[src/rtl/mux_rr_nx1_pkg.sv]
// Shared definitions for the N-to-1 lane multiplexer: mode encodings, defaults, clog2.
// No logic; no latency; no flow control.
// Imported by the lane FIFO and the scheduler.
package mux_defs;

    localparam logic MODO_RR  = 1'b0;
    localparam logic MODO_TDM = 1'b1;

    localparam int DEF_WIDTH = 8;
    localparam int DEF_LANES = 4;

    function automatic int clog2(input int v);
        int r;
        r = 0;
        for (int i = 0; i < 31; i++) begin
            if ((1 << i) < v) r = i + 1;
        end
        return r;
    endfunction

endpackage

[src/rtl/mux_rr_nx1_lane_fifo.sv]
// Per-lane FIFO, DEPTH entries, with a wrap bit on each pointer to tell full from empty.
// Latency: a word pushed at edge k is visible on dout after edge k (no same-cycle bypass).
// Backpressure: none internally; the caller must not push when full or pop when empty.
module lane_fifo
    import mux_defs::*;
#(
    parameter int WIDTH = DEF_WIDTH,
    parameter int DEPTH = 4
) (
    input  logic             clk,
    input  logic             rst_n,
    input  logic             push,
    input  logic             pop,
    input  logic [WIDTH-1:0] din,
    output logic [WIDTH-1:0] dout,
    output logic             empty,
    output logic             full
);

    localparam int AW = clog2(DEPTH);

    logic [WIDTH-1:0] mem_q [DEPTH];
    logic [AW:0]      wr_q, wr_d;
    logic [AW:0]      rd_q, rd_d;

    assign empty = (wr_q == rd_q);
    assign full  = (wr_q[AW] != rd_q[AW]) && (wr_q[AW-1:0] == rd_q[AW-1:0]);
    assign dout  = mem_q[rd_q[AW-1:0]];

    always_comb begin
        wr_d = wr_q;
        rd_d = rd_q;
        if (push) wr_d = wr_q + 1'b1;
        if (pop)  rd_d = rd_q + 1'b1;
    end

    always_ff @(posedge clk or negedge rst_n) begin
        if (!rst_n) begin
            wr_q <= '0;
            rd_q <= '0;
        end else begin
            wr_q <= wr_d;
            rd_q <= rd_d;
        end
    end

    // Storage needs no reset: the pointers alone define what is valid.
    always_ff @(posedge clk) begin
        if (push) mem_q[wr_q[AW-1:0]] <= din;
    end

endmodule

[src/rtl/mux_rr_nx1.sv]
// N-to-1 lane mux: per-lane FIFOs drained by a round-robin or fixed-slot TDM scheduler.
// Latency: 2 cycles input to Salida (push at edge k, popped and registered at edge k+1).
// Backpressure: none; writes to a full lane are dropped and flagged in sticky overflow.
module mux_rr_nx1
    import mux_defs::*;
#(
    parameter int WIDTH = DEF_WIDTH,
    parameter int LANES = DEF_LANES,
    parameter int DEPTH = 4
) (
    input  logic                     clk_4f,
    input  logic                     reset,
    input  logic [LANES*WIDTH-1:0]   Entrada,
    input  logic [LANES-1:0]         validEntrada,
    input  logic                     modo_tdm,
    output logic [WIDTH-1:0]         Salida,
    output logic                     validsalida,
    output logic [clog2(LANES)-1:0]  lane_id,
    output logic [LANES-1:0]         full,
    output logic [LANES-1:0]         overflow
);

    localparam int LW = clog2(LANES);

    logic [LANES-1:0] push;
    logic [LANES-1:0] pop;
    logic [LANES-1:0] empty;
    logic [WIDTH-1:0] lane_dout [LANES];

    logic [LW-1:0]    ptr_q, ptr_d;
    logic [WIDTH-1:0] salida_q, salida_d;
    logic             vld_q, vld_d;
    logic [LW-1:0]    lane_id_q, lane_id_d;
    logic [LANES-1:0] ovf_q, ovf_d;

    logic [LW-1:0]    pick;
    logic             pick_vld;

    function automatic logic [LW-1:0] nxt(input logic [LW-1:0] p);
        return (p == LW'(LANES - 1)) ? '0 : p + 1'b1;
    endfunction

    for (genvar g = 0; g < LANES; g++) begin : g_lane
        assign push[g] = validEntrada[g] & ~full[g];

        lane_fifo #(
            .WIDTH (WIDTH),
            .DEPTH (DEPTH)
        ) u_fifo (
            .clk   (clk_4f),
            .rst_n (reset),
            .push  (push[g]),
            .pop   (pop[g]),
            .din   (Entrada[g*WIDTH +: WIDTH]),
            .dout  (lane_dout[g]),
            .empty (empty[g]),
            .full  (full[g])
        );
    end

    // Lane selection: TDM owns the slot at ptr; round-robin takes the first
    // non-empty lane at or after ptr.
    always_comb begin
        int            idx;
        logic [LW-1:0] cand;
        pick     = ptr_q;
        pick_vld = 1'b0;
        idx      = 0;
        cand     = '0;
        if (modo_tdm == MODO_TDM) begin
            pick_vld = ~empty[ptr_q];
        end else begin
            for (int off = 0; off < LANES; off++) begin
                idx = int'(ptr_q) + off;
                if (idx >= LANES) idx = idx - LANES;
                cand = LW'(idx);
                if (!pick_vld && !empty[cand]) begin
                    pick_vld = 1'b1;
                    pick     = cand;
                end
            end
        end
    end

    always_comb begin
        pop = '0;
        for (int i = 0; i < LANES; i++) begin
            pop[i] = pick_vld && (pick == LW'(i));
        end
    end

    always_comb begin
        salida_d  = salida_q;
        vld_d     = pick_vld;
        lane_id_d = lane_id_q;
        ptr_d     = ptr_q;
        ovf_d     = ovf_q | (validEntrada & full);
        if (pick_vld) salida_d = lane_dout[pick];
        if (modo_tdm == MODO_TDM) begin
            lane_id_d = ptr_q;
            ptr_d     = nxt(ptr_q);
        end else if (pick_vld) begin
            lane_id_d = pick;
            ptr_d     = nxt(pick);
        end
    end

    always_ff @(posedge clk_4f or negedge reset) begin
        if (!reset) begin
            ptr_q     <= '0;
            salida_q  <= '0;
            vld_q     <= 1'b0;
            lane_id_q <= '0;
            ovf_q     <= '0;
        end else begin
            ptr_q     <= ptr_d;
            salida_q  <= salida_d;
            vld_q     <= vld_d;
            lane_id_q <= lane_id_d;
            ovf_q     <= ovf_d;
        end
    end

    assign Salida      = salida_q;
    assign validsalida = vld_q;
    assign lane_id     = lane_id_q;
    assign overflow    = ovf_q;

endmodule

[config.mk]
export PLATFORM = sky130hd
export DESIGN_NAME = mux_rr_nx1
export DESIGN_NICKNAME = d
export VERILOG_FILES = /design/src/rtl/mux_rr_nx1_pkg.sv /design/src/rtl/mux_rr_nx1_lane_fifo.sv /design/src/rtl/mux_rr_nx1.sv
export SDC_FILE = /design/constraint.sdc
export NUM_CORES = 1
export LEC_CHECK = 0
export ABC_AREA = 1
export BUFFER_PORTS_ARGS = -buffer_cell sky130_fd_sc_hd__buf_2
export CORE_UTILIZATION = 53
export DETAILED_ROUTE_END_ITERATION = 6
export GPL_ROUTABILITY_DRIVEN = 0
export PLACE_DENSITY = 0.74
export SYNTH_ARGS = -nofsm -noshare
export SYNTH_HDL_FRONTEND = slang
export SYNTH_SLANG_ARGS = --single-unit
[constraint.sdc]
create_clock -name clk_4f -period 3 [get_ports clk_4f]
set_input_delay 0.15 -clock clk_4f [delete_from_list [all_inputs] [get_ports clk_4f]]
set_output_delay 0.15 -clock clk_4f [all_outputs]
set_load 0.005 [all_outputs]
==> results_dict.tcl <==
set metrics [dict create \
    postPlaceCellArea_mm2 0.00840 \
    avgSynthCellArea_um2 11.0 \
    skew_ns 0.00748 \
    crit_chain "ha_1, inv_1, nand2_1, nand2_2, nand4_2, nand3_4, nand2_2, ha_1, nand2_1, mux2_2" \
    slew_headroom_pct 32.8 \
    synth_ff_type "edfxtp_1" \
    clock_latency_ns 0.43 \
    final_util_pct 64.2 \
    start_util_pct 54.4 \
    regArea_mm2 0.00487 \
    clk_pin_slew_ns 0.07 \
    max_stage_delay_ns 0.58 \
    syn_inst 718 \
    mostFrequentLayoutCells "nand2_1 (157), edfxtp_1 (128), nor2_1 (60)" \
    multi_input_area_mm2 0.00264 \
    setup-tns-final_ns 0 \
    cts_made_buffers 17 \
    antenna_found_initial 0 \
    max-cap-violations 0 \
    timing.final.crit_share_pct 85.5 \
    yosys_register_bits 169 \
    wl_um 16900 \
    grt_use_total_pct 23.0 \
    outcome "finished clean" \
    cp-start-kind "register" \
    clkSinkCount 169 \
    dp_hpwl_um 11400 \
    total_leakage_power_nw 3.86 \
    syn_area_mm2 0.00793 \
    post_cts_buffers 0 \
    synth_edf_count 128 \
    diodes 0 \
    io_pins 58 \
    root_buffer "clkbuf_16" \
    layout_commonest_cell "nand2_1" \
    layout_min_cycle_time_ns 2.57 \
    rsz0062_at_grt "no" \
    cts_tree "built" \
    reg2regPathDepth 10 \
    drtIter0Drc 486 \
    drc 0 \
    grt_start_max_net_pins 42 \
    via_per_inst 5.49 \
    fp-row-count 44 \
    ir_drop_uv 653 \
    async_flop_share_pct 24.3 \
    fmax_ghz 0.390 \
    worstPathMaxFanout 10 \
    path_class "reg2reg" \
    areaGrowthSynthToFinish_pct 18.0 \
    portBuffers 57 \
    cts_buffer_depth 2 \
    synth-seq-area-share_pct 61.4 \
    cp.arrival_ns 2.88 \
    synthesis.nets 779 \
    ant_nets 0 \
    die_width_um 124 \
    ys.warnings.count 0 \
    first_pass_iters 5 \
    cp_num_cells 10 \
    crit_buf_inv 1 \
    grt_pass1_wl_um 27600 \
    n_fill_cell 1073 \
    hold_viol_final 0 \
    min_path_type "in2async" \
    drv_slew 0 \
    dr_total_vias 5597 \
    dp.cells 950 \
    grt_pass1_vias 5603 \
    end_kind "register" \
    powerDensity_mw_per_mm2 1110 \
    crit_family "simple AND/OR/NAND/NOR gates" \
    instances_no_fill 1020 \
    fin_area_mm2 0.00936 \
    die_h_um 124 \
    drive_gt1_share_pct 20.5 \
    tightest_slew_ns 1.01 \
    fp.dieArea_mm2 0.0155 \
    critPathSlowestCell "dfrtp_1" \
    setup_viol 0 \
    cp.required_ns 3.32 \
    wire_per_inst_um 16.6 \
    core_mm2 0.0146 \
    overflow 0 \
    htree_levels 4 \
    fin_nets 884 \
    yosysUniqueCellTypes 39 \
]
[registers in the layout, indices dropped and copies added, names as in the netlist]
signal / count
Salida: 8
g_lane.u_fifo.mem_q: 128
g_lane.u_fifo.rd_q: 12
g_lane.u_fifo.wr_q: 12
lane_id: 2
overflow: 4
ptr_q: 2
validsalida: 1
[stage by stage]
| stage | setup slack (ns) | hold WS, ns | power, W |
|---|---|---|---|
| after floorplan | 0.743 | -0.146 | 0.00705 |
| after detailed placement | 0.424 | 0.364 | 0.00820 |
| after global routing | 0.227 | 0.466 | 0.0111 |
| after CTS | 0.410 | 0.450 | 0.0104 |
| after global placement | 0.576 | 0.359 | 0.00799 |
| final | 0.435 | 0.425 | 0.0104 |
[cell type report]
class                   count  area share, %
multi-input cells         466           28.2
flip-flops and latches    169           52.0
well taps                 184           2.46
clock buffers              18           4.58
repair buffers            116           8.80
inverters                  53           2.37
clock inverters            14           1.58
[where the power goes]
part           switching (W)  internal, W  total (W)
clock network       0.000915      0.00123    0.00214
logic                0.00300      0.00162    0.00462
registers           0.000397      0.00322    0.00362
[repair_timing]
item                      CTS  global route
hold endpoints to repair  174             0
hold buffers               38             0
gates resized for setup     0             0
[worst register-to-register path, cell delays in order, from the launching register on]
cell	delay [ns]
dfrtp_1	0.58
ha_1	0.37
inv_1	0.15
nand2_1	0.12
nand2_2	0.17
nand4_2	0.15
nand3_4	0.10
nand2_2	0.10
ha_1	0.23
nand2_1	0.12
mux2_2	0.34
[metal layers]
metal / GRT usage, % / part of all wire (%) / routed length [um]
met3: 4.60 / 5.3 / 896
met5: 0 / 0 / 0
met1: 28.6 / 42 / 7170
met2: 38.9 / 50 / 8540
met4: 9.85 / 1.9 / 328
[cell usage after synthesis, types with 2 or more instances]
cell | number | area share (%)
inv_6 | 4 | 0.44
o21ai_0 | 33 | 2.1
nand3_2 | 10 | 1.3
dfrtp_1 | 41 | 13
o21ai_1 | 5 | 0.32
o22ai_1 | 16 | 1.3
buf_6 | 8 | 1.1
xnor2_1 | 3 | 0.33
inv_2 | 8 | 0.38
ha_1 | 22 | 3.5
nand3_4 | 3 | 0.66
nand3_1 | 54 | 3.4
a21oi_1 | 21 | 1.3
buf_2 | 3 | 0.19
a32o_1 | 16 | 2.0
clkbuf_1 | 12 | 0.57
edfxtp_1 | 128 | 48
nand2_1 | 157 | 7.4
nor2_2 | 2 | 0.16
nor2_1 | 60 | 2.8
xor2_1 | 12 | 1.3
nand4_1 | 10 | 0.79
o21ai_2 | 3 | 0.33
inv_1 | 39 | 1.8
a21o_1 | 4 | 0.38
buf_4 | 7 | 0.66
nand2_4 | 7 | 0.99
nor2_4 | 3 | 0.43
nand2_2 | 17 | 1.3
[cell families (layout without fill, tap and decap cells)]
| kind of cell | after synthesis | count (layout) | share of synthesized area (%) |
|---|---|---|---|
| AOI/OAI and AO/OA | 103 | 103 | 8.33 |
| buffers and inverters | 83 | 201 | 5.35 |
| DFF | 169 | 169 | 61.4 |
| and+or+nand+nor | 324 | 324 | 19.5 |
| adders and majority gates | 22 | 22 | 3.47 |
| muxes | 1 | 1 | 0.142 |
| xor gates and xnor gates | 16 | 16 | 1.86 |
[worst paths after layout]
| kind | end | slack (ns) | start |
|---|---|---|---|
| setup / recovery | g_lane[3].u_fifo.rd_q[1] | 0.43 | ptr_q[1] |
| hold / removal | overflow[3] | 0.42 | reset |
| setup reg to reg | g_lane[3].u_fifo.rd_q[1] | 0.43 | ptr_q[1] |
| hold reg to reg | overflow[1] | 0.45 | overflow[1] |
| max in group asynchronous | g_lane[0].u_fifo.wr_q[1] | 1.95 | reset |
| min in group clk_4f | overflow[1] | 0.45 | overflow[1] |
(Power assumes the default switching activity.)
